`src/rtl/video_pattern_pkg.sv`:
```
// Shared types and constants for the synthetic AXI4-Stream video pattern source.
package video_pattern_pkg;

  typedef enum logic [1:0] {
    IDLE   = 2'd0,
    ACTIVE = 2'd1,
    GAP    = 2'd2
  } state_e;

  typedef enum logic [1:0] {
    PAT_COUNTER   = 2'd0,
    PAT_BARS      = 2'd1,
    PAT_SOLID     = 2'd2,
    PAT_SOLID_ALT = 2'd3
  } pattern_e;

  localparam logic [7:0]  PIXEL_PAD   = 8'h00;
  localparam logic [15:0] MARKER_A5A5 = 16'hA5A5;

  // White, yellow, cyan, green, magenta, red, blue, black.
  localparam logic [23:0] BAR_TABLE [8] = '{
    24'hFFFFFF, 24'hFFFF00, 24'h00FFFF, 24'h00FF00,
    24'hFF00FF, 24'hFF0000, 24'h0000FF, 24'h000000
  };

  function automatic logic [31:0] make_pixel(input logic [23:0] rgb);
    return {PIXEL_PAD, rgb};
  endfunction

endpackage

```
`src/rtl/video_pattern_pixel.sv`:
```
// Combinational pattern mux: turns the beat position and latched colour into one 64-bit beat.
module video_pattern_pixel
  import video_pattern_pkg::*;
#(
  parameter int BAR_SHIFT = 5
) (
  input  pattern_e    pattern_i,
  input  logic [15:0] frame_count_i,
  input  logic [15:0] line_cnt_i,
  input  logic [15:0] beat_cnt_i,
  input  logic [23:0] color_i,
  output logic [63:0] data_o
);

  logic [2:0]  bar_idx;
  logic [31:0] pixel;

  assign bar_idx = beat_cnt_i[BAR_SHIFT+2:BAR_SHIFT];

  always_comb begin
    pixel  = make_pixel(24'h000000);
    data_o = 64'h0;
    case (pattern_i)
      PAT_COUNTER: begin
        data_o = {frame_count_i, line_cnt_i, beat_cnt_i, MARKER_A5A5};
      end
      PAT_BARS: begin
        pixel  = make_pixel(BAR_TABLE[bar_idx]);
        data_o = {pixel, pixel};
      end
      PAT_SOLID, PAT_SOLID_ALT: begin
        pixel  = make_pixel(color_i);
        data_o = {pixel, pixel};
      end
      default: begin
        data_o = 64'h0;
      end
    endcase
  end

endmodule

```
`src/rtl/video_pattern_source.sv`:
```
// AXI4-Stream frame generator: IDLE/ACTIVE/GAP sequencer, beat/line/frame counters and
// registered stream outputs, with data precomputed from next-state counters for full throughput.
module video_pattern_source
  import video_pattern_pkg::*;
#(
  parameter int BEATS_PER_LINE = 320,
  parameter int LINES          = 480,
  parameter int FRAME_GAP      = 16,
  parameter int BAR_SHIFT      = 5
) (
  input  logic        aclk,
  input  logic        areset,
  input  logic        aclken,
  input  logic        SW_RESET,
  input  logic        enable,
  input  logic [1:0]  pattern_sel,
  input  logic [23:0] solid_color,
  output logic [63:0] m_axis_video_tdata_out,
  output logic        m_axis_video_tvalid_out,
  input  logic        m_axis_video_tready_in,
  output logic        m_axis_video_tuser_out,
  output logic        m_axis_video_tlast_out,
  output logic        frame_done,
  output logic [15:0] frame_count
);

  if (BEATS_PER_LINE < 2 || BEATS_PER_LINE > 65535 || LINES < 1 || LINES > 65535 ||
      FRAME_GAP < 0 || FRAME_GAP > 65535 || BAR_SHIFT < 0 || BAR_SHIFT > 13) begin : g_param_check
    $error("video_pattern_source: illegal parameter value");
  end

  localparam logic [15:0] LAST_BEAT = 16'(BEATS_PER_LINE - 1);
  localparam logic [15:0] LAST_LINE = 16'(LINES - 1);
  localparam logic [15:0] LAST_GAP  = 16'(FRAME_GAP - 1);

  state_e      state_q, state_d;
  pattern_e    pattern_q, pattern_d;
  logic [23:0] color_q, color_d;
  logic [15:0] beat_cnt_q, beat_cnt_d;
  logic [15:0] line_cnt_q, line_cnt_d;
  logic [15:0] gap_cnt_q, gap_cnt_d;
  logic [15:0] frame_count_q, frame_count_d;
  logic        tvalid_q, tvalid_d;
  logic        tuser_q, tuser_d;
  logic        tlast_q, tlast_d;
  logic        frame_done_q, frame_done_d;
  logic [63:0] tdata_q, tdata_d;
  logic [63:0] pixel_data;
  logic        xfer;
  logic        start_frame;

  // aclken gating lives in the register process, so a handshake here is only tvalid & tready.
  assign xfer = tvalid_q & m_axis_video_tready_in;

  // Next-state, counter and output-flag computation.
  always_comb begin
    state_d       = state_q;
    pattern_d     = pattern_q;
    color_d       = color_q;
    beat_cnt_d    = beat_cnt_q;
    line_cnt_d    = line_cnt_q;
    gap_cnt_d     = gap_cnt_q;
    frame_count_d = frame_count_q;
    frame_done_d  = 1'b0;
    start_frame   = 1'b0;

    case (state_q)
      IDLE: begin
        if (enable) begin
          start_frame = 1'b1;
        end else begin
          state_d = IDLE;
        end
      end
      ACTIVE: begin
        if (xfer) begin
          if (beat_cnt_q == LAST_BEAT) begin
            beat_cnt_d = 16'd0;
            if (line_cnt_q == LAST_LINE) begin
              line_cnt_d    = 16'd0;
              frame_done_d  = 1'b1;
              frame_count_d = frame_count_q + 16'd1;
              if (FRAME_GAP != 0) begin
                state_d   = GAP;
                gap_cnt_d = 16'd0;
              end else if (enable) begin
                start_frame = 1'b1;
              end else begin
                state_d = IDLE;
              end
            end else begin
              line_cnt_d = line_cnt_q + 16'd1;
            end
          end else begin
            beat_cnt_d = beat_cnt_q + 16'd1;
          end
        end else begin
          state_d = ACTIVE;
        end
      end
      GAP: begin
        if (gap_cnt_q == LAST_GAP) begin
          if (enable) begin
            start_frame = 1'b1;
          end else begin
            state_d = IDLE;
          end
        end else begin
          gap_cnt_d = gap_cnt_q + 16'd1;
        end
      end
      default: begin
        state_d = IDLE;
      end
    endcase

    // Every frame starts at line 0 beat 0 with the pattern selection re-sampled.
    if (start_frame) begin
      state_d    = ACTIVE;
      beat_cnt_d = 16'd0;
      line_cnt_d = 16'd0;
      pattern_d  = pattern_e'(pattern_sel);
      color_d    = solid_color;
    end else begin
      pattern_d = pattern_d;
    end

    tvalid_d = (state_d == ACTIVE);
    tuser_d  = tvalid_d & (line_cnt_d == 16'd0) & (beat_cnt_d == 16'd0);
    tlast_d  = tvalid_d & (beat_cnt_d == LAST_BEAT);

    if (SW_RESET) begin
      state_d       = IDLE;
      pattern_d     = PAT_COUNTER;
      color_d       = 24'h000000;
      beat_cnt_d    = 16'd0;
      line_cnt_d    = 16'd0;
      gap_cnt_d     = 16'd0;
      frame_count_d = 16'd0;
      frame_done_d  = 1'b0;
      tvalid_d      = 1'b0;
      tuser_d       = 1'b0;
      tlast_d       = 1'b0;
    end else begin
      state_d = state_d;
    end
  end

  video_pattern_pixel #(
    .BAR_SHIFT(BAR_SHIFT)
  ) u_pixel (
    .pattern_i    (pattern_d),
    .frame_count_i(frame_count_d),
    .line_cnt_i   (line_cnt_d),
    .beat_cnt_i   (beat_cnt_d),
    .color_i      (color_d),
    .data_o       (pixel_data)
  );

  assign tdata_d = tvalid_d ? pixel_data : 64'h0;

  // State registers; frame_done is forced low while aclken is low so it marks exactly one enabled edge.
  always_ff @(posedge aclk or posedge areset) begin
    if (areset) begin
      state_q       <= IDLE;
      pattern_q     <= PAT_COUNTER;
      color_q       <= 24'h000000;
      beat_cnt_q    <= 16'd0;
      line_cnt_q    <= 16'd0;
      gap_cnt_q     <= 16'd0;
      frame_count_q <= 16'd0;
      frame_done_q  <= 1'b0;
      tvalid_q      <= 1'b0;
      tuser_q       <= 1'b0;
      tlast_q       <= 1'b0;
      tdata_q       <= 64'h0;
    end else if (aclken) begin
      state_q       <= state_d;
      pattern_q     <= pattern_d;
      color_q       <= color_d;
      beat_cnt_q    <= beat_cnt_d;
      line_cnt_q    <= line_cnt_d;
      gap_cnt_q     <= gap_cnt_d;
      frame_count_q <= frame_count_d;
      frame_done_q  <= frame_done_d;
      tvalid_q      <= tvalid_d;
      tuser_q       <= tuser_d;
      tlast_q       <= tlast_d;
      tdata_q       <= tdata_d;
    end else begin
      frame_done_q  <= 1'b0;
    end
  end

  assign m_axis_video_tdata_out  = tdata_q;
  assign m_axis_video_tvalid_out = tvalid_q;
  assign m_axis_video_tuser_out  = tuser_q;
  assign m_axis_video_tlast_out  = tlast_q;
  assign frame_done              = frame_done_q;
  assign frame_count             = frame_count_q;

endmodule

```
`config.mk`:
```
export PLATFORM = sky130hd
export DESIGN_NAME = video_pattern_source
export DESIGN_NICKNAME = d
export VERILOG_FILES = /design/src/rtl/video_pattern_pkg.sv /design/src/rtl/video_pattern_pixel.sv /design/src/rtl/video_pattern_source.sv
export SDC_FILE = /design/constraint.sdc
export NUM_CORES = 1
export LEC_CHECK = 0
export BUFFER_PORTS_ARGS = -buffer_cell sky130_fd_sc_hd__buf_4
export CAP_MARGIN = 20
export CORE_ASPECT_RATIO = 1.75
export CORE_UTILIZATION = 55
export CTS_BUF_LIST = sky130_fd_sc_hd__clkbuf_4 sky130_fd_sc_hd__clkbuf_8
export CTS_CLUSTER_DIAMETER = 30
export DETAILED_ROUTE_END_ITERATION = 6
export GPL_TIMING_DRIVEN = 0
export PLACE_DENSITY_LB_ADDON = 0.2
export RECOVER_POWER = 50
export SLEW_MARGIN = 0
export SYNTH_ARGS = -nofsm -noshare
export SYNTH_HDL_FRONTEND = slang
export SYNTH_HIERARCHICAL = 1
export SYNTH_SLANG_ARGS = --single-unit
```
`constraint.sdc`:
```
create_clock -name aclk -period 7.72 [get_ports aclk]
set_input_delay 1.158 -clock aclk [delete_from_list [all_inputs] [get_ports aclk]]
set_output_delay 1.158 -clock aclk [all_outputs]
set_load 0.05 [all_outputs]
```
==> impl_results.md <==
- Overall die width: roughly 100 µm
- Number of enable flip-flop cells after synthesis: 0
- Number of routed nets with antenna violations: 0
- Met3 Use GR: under 10%
- Row count: 63
- Violations in the final reports: max-capacitance violations, max-slew violations
- Total area of sequential cells: approximately 4000 µm²
- Clk root buf: clkbuf_8
- Routed via count divided by cell count: approximately 6.1
- Maximum clock frequency: 0.215 GHz
- Count of buffer and inverter cells on the critical path: 3
- Gr busiest metal: met2
- Clock latency reported for the late side of the worst-skew pair: around 0.47 ns
- Sort of element at the end of the critical path: asynchronous set/reset pin
- Maximum clock skew at final layout: between 0.015 and 0.02 ns
- Run status: finished with violations
- Final-report max-slew violation count: roughly 130
- Worst supply voltage drop on vdd: about 0.10 mV
- Final Util: approximately 65%
- Initial antenna violation count: 0
- Number of iterations in the first detailed-routing pass: 5
- Global router's overall resource usage: about 35%
- Final total negative setup slack: 0 ns
- Pre-CTS worst setup slack: about 3.4 ns
- Data arrival time of the critical path: between 4 and 5 ns
- Final net count: 1210
- Prevailing post-synth register cell: dfrtp_1
- Post-CTS clock slew at the launch and capture registers of the worst setup and hold paths: approximately 0.080 ns
- Library cell contributing the largest single delay on the critical path: clkbuf_2
- Routability-driven placement congestion ratio: about 1.0
- # fillers: 1536
- Transition time at the pin with the least slew margin: around 3.1 ns
- Post-Route Hold Slack: about 0.5 ns
- Total CTS buffers: 17
- Final number of setup-violating endpoints: 0
- Number of placed instances with taps included: about 1400
- Proportion of register bits with asynchronous set or reset after synthesis: 100%
- Synthesized netlist net count: between 1000 and 1500
- Total via count after detailed routing: 8660
- Fraction of layout cells with a size suffix above 1: about a fifth
- Synthesized area divided by synthesized cell count: between 9 and 10 µm²
- Total core area: between 15000 and 20000 µm²
- Endpoint required time on the critical path: ~7.6 ns
- Share of synthesized area occupied by flip-flops and latches: a little over two fifths
- FF+latch count, synth: 160
- Final hold viol count: 0
- Combined area of all synthesized cells: slightly below 10000 µm²
- Ports: about 120
- GR met1 Demand/Resource: between 30 and 40%
- Setup repair bufs after CTS: 0
- Slew HR: -110%
- Setup repair after global routing missed its margin: no
- Number of max-cap violations: 1
- CP max stage delay: approximately 2.4 ns
- Part of the cycle the worst path needs: just over 60%
- Effective utilization at floorplan: between 50% and 60%
- Worst-case clock buffer depth: 2
- Wire length per cell: between 20 and 25 µm
- Maximum net fanout on the critical path: roughly 130
- Post-CTS sizing: 0
- PortBufs: between 100 and 150
- DRC violation count after routing: 0
- Clock H-tree levels: 4
- Post-route non-filler standard cell count: 1414
- Worst hold path type: register to register
- Leakage dissipation: 4.87 nW
- Number of unique standard cell types used by synthesis: 74
- Number of global-route vias before repair: about 8600
- Area of combinational cells with multiple inputs: about 5000 µm²
- Clock tree from TritonCTS: done
- Fin worst setup slack: between 3 and 4 ns
- Die Ht: between 150 and 200 µm
- Cell chain of the critical path: clkbuf_4 -> clkinvlp_2 -> clkbuf_2
- Die area: around 18000 µm²
- Dominant delay contributor by cell family on the critical path: buffers and inverters
- Final critical path time including I/O delays and setup: around 4.7 ns
- Iteration-0 DRC Markers: 488
- Number of warnings issued by yosys: 6
- Half-perimeter wire length after detailed placement: ~23000 µm
- Area added between synthesis and finish: 14.4%
- Maximum number of pins on one net before global-route repair: about 130
- Startpoint Class: input port
- Global-route wire length before repair: 47200 µm
- Power density cells: about 170 nW/µm²
- Hold-fix buffers, CTS: 0
- GR Util met2: 62.7%
- Final antenna diode count: 0
- Worst setup path category: input port to asynchronous set/reset pin
- Clock Sinks: 160
- Routed Wire Length: between 30000 and 40000 µm
- Mapped Cells: about 1000
- Remaining global-route overflow: 0
report_power, final:
part	switching, mW	internal (mW)
clock network	0.336	0.309
registers	0.0236	0.871
logic	0.240	0.103
total	0.600	1.28
placed cells by master (no fill, tap or decap), types with 10 or more instances in the layout:
master	synthesis	routed
a22o_1	65	65
nand3_1	34	34
a21oi_1	42	42
nand4_1	21	21
mux2_2	53	53
buf_4	9	79
clkbuf_8	0	18
a31oi_1	37	37
buf_2	21	22
and3_1	13	13
buf_6	10	10
nor3_1	21	21
clkbuf_1	48	90
nor2b_1	27	27
nand2b_1	34	34
nand2_1	116	116
xnor2_1	25	25
nor2_1	82	82
and2_1	21	21
o21ai_0	44	44
o31ai_1	11	11
dfrtp_1	160	160
inv_1	11	10
xor2_1	18	18
area by class of cell:
cell class,instances,share of cell area [%]
repair buffers,115,6.37
plain buffers,91,4.49
clock inverters,11,1.18
inverters,12,0.421
flip-flops and latches,160,36.4
multi-input cells,777,46.1
well taps,227,2.58
clock buffers,21,2.46
through the flow:
stage               area [µm²]  total power [mW]
floorplan                 9620              1.14
global placement         10700              1.26
detailed placement       10800              1.26
CTS                      11200              1.90
global route             11000              1.95
finish                   11000              1.88
routing by layer:
layer	vias up	part of all wire, %
li1	3993	-
met1	4226	36
met2	335	52
met3	106	4.8
met4	0	7.0
met5	-	0
worst register-to-register path, stage by stage, from the launching register on:
cell and delay (ns):
dfrtp_1 0.42, ha_1 0.25, and4b_1 0.24, and4_1 0.23
o21ai_0 0.50, clkbuf_1 0.45, clkbuf_1 0.60, nand2_1 0.12
a21oi_1 0.19, buf_2 0.29, buf_2 0.28, nor2b_1 0.42
a31oi_1 0.15, a22o_1 0.21
final timing paths:
| check | from | endpoint | slack (ns) | cells after the start |
|---|---|---|---|---|
| max | areset | beat_cnt_q[9] | 3.06 | 3 |
| min | gap_cnt_q[15] | gap_cnt_q[15] | 0.50 | 1 |
| max reg2reg | gap_cnt_q[0] | m_axis_video_tdata_out[23] | 3.27 | 13 |
| min reg2reg | gap_cnt_q[15] | gap_cnt_q[15] | 0.50 | 1 |
| max in group aclk | gap_cnt_q[0] | m_axis_video_tdata_out[23] | 3.27 | 13 |
| min in group asynchronous | areset | color_q[9] | 1.00 | 2 |
cells in the mapped netlist (3+ instances only):
master | instances | share of area [%]
dfrtp_1 | 160 | 42
nand2_1 | 116 | 4.5
nor2_1 | 82 | 3.2
a22o_1 | 65 | 5.9
mux2_2 | 53 | 6.2
clkbuf_1 | 48 | 1.9
o21ai_0 | 44 | 2.3
a21oi_1 | 42 | 2.2
a31oi_1 | 37 | 2.4
nand2b_1 | 34 | 2.2
nand3_1 | 34 | 1.8
nor2b_1 | 27 | 1.8
xnor2_1 | 25 | 2.3
and2_1 | 21 | 1.4
buf_2 | 21 | 1.1
nand4_1 | 21 | 1.4
nor3_1 | 21 | 1.1
xor2_1 | 18 | 1.6
and3_1 | 13 | 0.85
inv_1 | 11 | 0.43
o31ai_1 | 11 | 0.86
buf_6 | 10 | 1.2
buf_4 | 9 | 0.70
mux2i_1 | 9 | 0.94
o21ai_1 | 9 | 0.47
nor4_1 | 8 | 0.52
o2bb2ai_1 | 8 | 0.73
and4_1 | 7 | 0.64
ha_1 | 4 | 0.52
nor4_4 | 4 | 0.88
or3_1 | 4 | 0.26
a211o_1 | 3 | 0.27
a41oi_1 | 3 | 0.27
o22ai_1 | 3 | 0.20
or2_2 | 3 | 0.20
or4_1 | 3 | 0.23
cells by family (layout without fill, tap and decap cells):
logic type | after synthesis | count (layout) | share of synthesized area, %
simple gates | 426 | 426 | 24.0
compound gates | 242 | 242 | 17.2
flops | 160 | 160 | 41.6
buf+inv | 103 | 250 | 5.61
mux | 62 | 62 | 7.14
xor+xnor | 43 | 43 | 3.92
fa+ha+maj | 4 | 4 | 0.520
state kept, by name, summed over array words and instances (netlist names):
signal and flops:
line_cnt_q 16, beat_cnt_q 16, m_axis_video_tdata_out 64, m_axis_video_tuser_out 1, state_q 2, frame_count 16
frame_done 1, m_axis_video_tvalid_out 1, gap_cnt_q 16, m_axis_video_tlast_out 1, pattern_q 2, color_q 24
Power figures use the tool's default switching activity.
